### src/rtl/seq_gen_ctrl.sv
// Random digit-sequence generator: draws SEQ_LEN digits from a free-running LFSR and writes them to a sequence RAM.
// Optional macro SEQ_NO_REPEAT_EN forbids equal digits at consecutive addresses.
module seq_gen_ctrl #(
  parameter int          SEQ_LEN   = 32,
  parameter logic [15:0] LFSR_SEED = 16'hACE1
) (
  input  logic       Clk,
  input  logic       Rst,
  input  logic       GoGen,
  input  logic [1:0] Diff,
  output logic       RAMWrEn,
  output logic [4:0] RAMAddr,
  output logic [3:0] RAMData,
  output logic       FinGen,
  output logic       Busy
);

  localparam logic [4:0] LAST_ADDR = 5'(SEQ_LEN - 1);

  typedef enum logic [2:0] {IDLE, DRAW, WRITE, NEXT, DONE} state_t;

  state_t      state, nextState;
  logic [15:0] lfsr;
  logic [4:0]  addrCnt;
  logic [3:0]  digitReg;
  logic [1:0]  diffLat;
  logic [3:0]  candidate;

  function automatic logic [15:0] lfsrStep(input logic [15:0] v);
    return {1'b0, v[15:1]} ^ (v[0] ? 16'hB400 : 16'h0000);
  endfunction

  function automatic logic [3:0] mapDigit(input logic [1:0] d, input logic [3:0] r);
    case (d)
      2'b10:   return {1'b0, r[2:0]} + 4'd1;
      2'b11:   return (r < 4'd10) ? r : r - 4'd10;
      default: return {2'b00, r[1:0]} + 4'd1;
    endcase
  endfunction

  assign candidate = mapDigit(diffLat, lfsr[3:0]);

`ifdef SEQ_NO_REPEAT_EN
  // digitReg still holds the previously written digit while redrawing
  logic repeatHit;
  assign repeatHit = (addrCnt != 5'd0) && (candidate == digitReg);
`endif

  always_ff @(posedge Clk or negedge Rst) begin
    if (!Rst) state <= IDLE;
    else      state <= nextState;
  end

  always_comb begin
    nextState = state;
    case (state)
      IDLE:  if (GoGen) nextState = DRAW;
`ifdef SEQ_NO_REPEAT_EN
      DRAW:  nextState = repeatHit ? DRAW : WRITE;
`else
      DRAW:  nextState = WRITE;
`endif
      WRITE: nextState = NEXT;
      NEXT:  nextState = (addrCnt == LAST_ADDR) ? DONE : DRAW;
      DONE:  nextState = IDLE;
      default: nextState = IDLE;
    endcase
  end

  // LFSR free-runs in every state so the draw depends on when GoGen arrives
  always_ff @(posedge Clk or negedge Rst) begin
    if (!Rst) begin
      lfsr     <= LFSR_SEED;
      addrCnt  <= 5'd0;
      digitReg <= 4'd0;
      diffLat  <= 2'b01;
    end else begin
      lfsr <= lfsrStep(lfsr);
      if (state == IDLE && GoGen) begin
        diffLat <= Diff;
        addrCnt <= 5'd0;
      end
      if (state == DRAW && nextState == WRITE)
        digitReg <= candidate;
      if (state == NEXT && addrCnt != LAST_ADDR)
        addrCnt <= addrCnt + 5'd1;
    end
  end

  always_comb begin
    RAMWrEn = (state == WRITE);
    FinGen  = (state == DONE);
    Busy    = (state != IDLE);
    RAMAddr = addrCnt;
    RAMData = digitReg;
  end

endmodule

### config.mk
export PLATFORM = sky130hd
export DESIGN_NAME = seq_gen_ctrl
export DESIGN_NICKNAME = d
export VERILOG_FILES = /design/src/rtl/seq_gen_ctrl.sv
export SDC_FILE = /design/constraint.sdc
export NUM_CORES = 1
export LEC_CHECK = 0
export ABC_AREA = 1
export BUFFER_PORTS_ARGS = -buffer_cell sky130_fd_sc_hd__clkbuf_2
export CAP_MARGIN = 20
export CORE_MARGIN = 4
export CORE_UTILIZATION = 55
export CTS_CLUSTER_SIZE = 8
export DETAILED_ROUTE_END_ITERATION = 12
export PLACE_DENSITY = 0.79
export SLEW_MARGIN = 25
export SYNTH_ARGS = -nofsm -noshare
export SYNTH_HDL_FRONTEND = slang
export SYNTH_SLANG_ARGS = --single-unit
### constraint.sdc
create_clock -name Clk -period 4.6 [get_ports Clk]
set_input_delay 0.23 -clock Clk [delete_from_list [all_inputs] [get_ports Clk]]
set_output_delay 0.23 -clock Clk [all_outputs]
set_load 0.1 [all_outputs]
After elaboration in Yosys (flattened, before gate mapping)
Index checks and enable logic that the tools add are counted.
{ "classes": {"n_addsub": 4, "order_cmp": 1, "eq_ne": 9, "mux": 8, "bitwise": 1, "reduce_logical": 6} }
{ "ops": {"columns": ["op", "n"], "rows": [
  ["16-bit two-way mux", 1],
  ["15-bit by 16-bit bitwise XOR with 16-bit output", 1],
  ["3-bit one-hot mux with 4 select lines", 1],
  ["5-bit two-way mux", 2],
  ["3-bit by 2-bit equality test with 1-bit output, second input constant", 3],
  ["4-bit one-hot mux with 2 select lines", 1],
  ["3-bit two-way mux", 2],
  ["5-bit by 1-bit adder with 5-bit output, second input constant", 1],
  ["5-bit equality test, second input constant", 1],
  ["5-bit inequality test, second input constant", 1],
  ["3-bit by 1-bit adder with 4-bit output, second input constant", 1],
  ["2-bit equality test, second input constant", 2],
  ["4-bit less-than comparator, second input constant", 1],
  ["4-bit two-way mux", 1],
  ["4-bit subtractor, second input constant", 1],
  ["2-bit by 1-bit adder with 3-bit output, second input constant", 1],
  ["3-bit by 1-bit equality test with 1-bit output, second input constant", 1],
  ["3-bit equality test, second input constant", 1],
  ["1-bit logical AND", 3],
  ["3-bit zero test", 1],
  ["3-bit nonzero test", 1],
  ["2-bit nonzero test", 1]
]} }
{ "word_totals": {"ff_bits": 30, "in_bits": 5, "out_inout_bits": 12, "word_cells": 34} }

Depth between registers and ports, before layout
{ "depth": {"depth_word": 5, "ltp_mapped": 8, "ltp_nobuf": 8} }

Least setup slack after synthesis
Ideal clock, no wire load.
{ "synth_path": {"kind": "reg-to-reg", "start": "register state[0]", "end": "register state[0]", "setup_ps": 78, "t_arrival_ps": 2878, "required_time_ps": 4522, "setup_slack_ps": 1644, "stages_incl_launch_ff": 4, "n_path_buf": 0, "synth_period_minus_slack_ps": 2956, "path_cell_list": "dfrtp_1 > nor3_1 > inv_1 > nand3_1"} }
{ "synth_via": {"elab_chain_len": 2, "elab_cells_between_ends": 6, "cone_classes": "eq/ne (3); mux (2); reduce/logical (1)"} }
{ "synth_rtl": {"columns": ["item", "line_no", "source"], "rows": [
  ["from (decl)", "22", "state_t state, nextState;"],
  ["from (signal assigned)", "51", "else state <= nextState;"],
  ["3-bit by 2-bit equality test with 1-bit output", null, null],
  ["via RAMWrEn", "11", "output logic RAMWrEn,"],
  ["3-bit one-hot mux with 4 select lines", "56", "case (state)"],
  ["via nextState[0]", "22", null]
]} }
The timed path passes the listed nets, and every way through them passes these cells.
A chain may end at the register's enable or synchronous reset.

Worst setup path after layout
{ "layout_path": {"start": "register state[1]", "end": "output RAMWrEn"} }
{ "layout_via": {"elab_chain_len": 1} }
{ "layout_rtl": {"columns": ["item", "line_no", "source"], "rows": [
  ["3-bit by 2-bit equality test with 1-bit output", "91", "RAMWrEn = (state == WRITE);"],
  ["to (decl)", "11", null]
]} }
No other way between the ends.

==> results.py <==
metrics = {
    "clock_network": {
        "cts_tree": "done",
        "clk_latency_ns": 0.32,
        "cts_resized": 0,
        "clockBufferDepth": 2,
        "clkTransAtPathRegs_ns": 0.09,
        "cts_sinks": 30,
        "htreeDepth": 2,
        "cts_made_buffers": 5,
        "clockRootBuffer": "clkbuf_4",
    },
    "global_routing": {
        "grtUsageTotal_pct": 15.82,
        "grt-ovfl-total": 0,
        "grt_use_met1_pct": 17.67,
        "grt-busiest-layer": "met2",
        "grt_pass1_vias": 877,
        "grt_start_max_net_pins": 31,
        "use_met2_pct": 26.18,
        "grt_pass1_wl_um": 3760,
        "grt_util_met3_pct": 5.104,
        "antenna_found_initial": 0,
    },
    "synth": {
        "synthesis.area_sq_um": 1251,
        "yosysWarnings": 0,
        "synth_nets": 135,
        "ys_ff_latch": 30,
        "synth_cell_types": 19,
        "synthCells": 125,
        "ys_seq_area_share_pct": 60.90,
        "syn_avg_cell_area_sq_um": 10.01,
    },
    "setup_path": {
        "crit_required_ns": 4.37,
        "ff2ff_setup_slack_ns": 2.97,
        "max_stage_delay_ns": 0.50,
        "cp_num_buf_inv": 2,
        "startpoint_type": "flop",
        "crit_path_cell_trace": "inv_1, nor3_1, clkbuf_2",
        "path_class": "flop to output pin",
        "cpLargestDelayFamily": "buffers and inverters",
        "cp_max_fo": 4,
        "cp_data_arrival_time_ns": 1.59,
        "end_kind": "output pin",
        "critPathSlowestCell": "clkbuf_2",
    },
    "routing": {
        "drc": 0,
        "vias": 899,
        "dr.pass1.iters": 4,
        "vias_per_cell": 5.079,
        "finalWirelength_um": 2196,
        "wl_per_cell_um": 12.41,
        "ant_nets": 0,
        "drt_iter0_drc": 19,
    },
    "floorplanning": {
        "die_x_um": 55.70,
        "rows": 17,
        "die_h_um": 55.70,
        "dieArea_sq_um": 3102,
        "start_util_pct": 57.11,
        "core-area_sq_um": 2191,
        "io_pins": 17,
    },
    "final_layout": {
        "final_common_cell": "nand2_1",
        "fillers": 184,
        "n_antenna_cell": 0,
        "final_nets": 158,
        "drive_above_1_share_pct": 24.83,
        "syn_to_final_growth_pct": 16.40,
        "final_cell_mix": "29 x nand2_1, 21 x dfrtp_1, 18 x inv_1",
    },
    "timing": {
        "hold_viol": 0,
        "timing.final.crit_share_pct": 39.65,
        "fin_skew_ns": 0.008360,
        "tightest_slew_ns": 0.7034,
        "fmax_ghz": 0.5483,
        "slew_viol_final": 0,
        "rsz0062_at_grt": "no",
        "max-slew-margin-rel_pct": 53.11,
        "setup_viol": 0,
        "tns_ns": 0,
        "fin_crit_ns": 1.824,
    },
    "placed_design": {
        "gp_congestion": 0.8085,
        "port_buffers": 16,
        "post-dp-hpwl_um": 1532,
    },
    "run": {
        "maxCapViolations": 0,
    },
    "min_path": {
        "hold_class": "primary input to flop",
    },
    "status": {
        "status": "complete, no violations",
    },
}
==> synth_stat cells <==
library cell	number	area share (%)
nand2_1	29	8.7
dfrtp_1	21	42
inv_1	18	5.4
nand3_1	15	6.0
dfstp_2	9	19
nor2_1	8	2.4
ha_1	5	5.0
o21ai_0	4	1.6
xor2_1	3	2.1
a21boi_1	2	1.2
nand4_2	2	2.0
nor3_1	2	0.80
buf_2	1	0.40
nand3_2	1	0.80
nand4_1	1	0.50
nor2_2	1	0.50
or2_0	1	0.50
or2_2	1	0.50
xnor2_1	1	0.70
==> path summary, 6_finish.rpt <==
kind / to / start / cells after the start
max in group asynchronous: RAMAddr[1]$_DFFE_PN0P_ / Rst / 2
worst max register to register: RAMAddr[0]$_DFFE_PN0P_ / RAMAddr[0]$_DFFE_PN0P_ / 8
worst max-delay path: RAMWrEn / state[1]$_DFF_PN0_ / 3
min in group asynchronous: RAMData[0]$_DFFE_PN0P_ / Rst / 2
worst min register to register: lfsr[6]$_DFF_PN1_ / lfsr[7]$_DFF_PN1_ / 0
worst min-delay path: diffLat[0]$_DFFE_PN1P_ / Diff[0] / 3
==> cell families after synthesis <==
| logic type | Yosys count | synth area share, % |
|---|---|---|
| AO/OA/AOI/OAI | 6 | 2.800 |
| flip-flops | 30 | 60.90 |
| adder cells (fa/ha/maj) | 5 | 5.000 |
| buffers and inverters | 19 | 5.799 |
| XOR/XNOR | 4 | 2.801 |
| AND/OR/NAND/NOR | 61 | 22.70 |
==> through the flow <==
stage	setup slack [ns]	utilization [%]	instance area [sq um]	instances	hold slack, ns
global placement	3.062	62.14	1361	168	0.3044
CTS	2.774	66.48	1456	177	0.09419
global route	2.673	66.48	1456	177	0.1275
floorplan	1.644	-	1251	125	-0.06559
detailed placement	2.992	62.14	1361	168	0.3162
finish	2.776	66.48	1456	177	0.1024
==> layout make-up <==
| type | instances | area (sq um) | share of cell area, % |
|---|---|---|---|
| Sequential cell | 30 | 762.0 | 52.32 |
| Multi-Input combinational cell | 76 | 416.7 | 28.61 |
| Timing Repair Buffer | 17 | 90.09 | 6.186 |
| Inverter | 18 | 67.56 | 4.639 |
| Clock buffer | 7 | 55.05 | 3.780 |
| Tap cell | 28 | 35.03 | 2.405 |
| Clock inverter | 1 | 30.03 | 2.062 |
==> worst min-delay path: stages <==
cell and delay [ns]:
clkbuf_2 0.08, inv_1 0.04, o21ai_0 0.07
==> per-layer routing <==
| layer | up-vias | wire (um) | part of all wire [%] |
|---|---|---|---|
| li1 | 438 | - | - |
| met1 | 434 | 931 | 42 |
| met2 | 19 | 1109 | 51 |
| met3 | 8 | 108 | 4.9 |
| met4 | 0 | 46 | 2.1 |
| met5 | - | 0 | 0 |
==> sequential cells by signal, summed over array words and instances, names as in the netlist <==
register  count
lfsr         16
RAMAddr       5
RAMData       4
state         3
diffLat       2
==> what timing repair did <==
action                                 in CTS  in global routing
hold buffers                                1                  0
setup endpoints to repair                   0                  0
endpoints found under the hold margin      21                  0
setup buffers                               0                  0
Power is left out: the tool's default activity adds up to more than one toggle a clock period on the data nets, which glitch-free logic cannot reach.
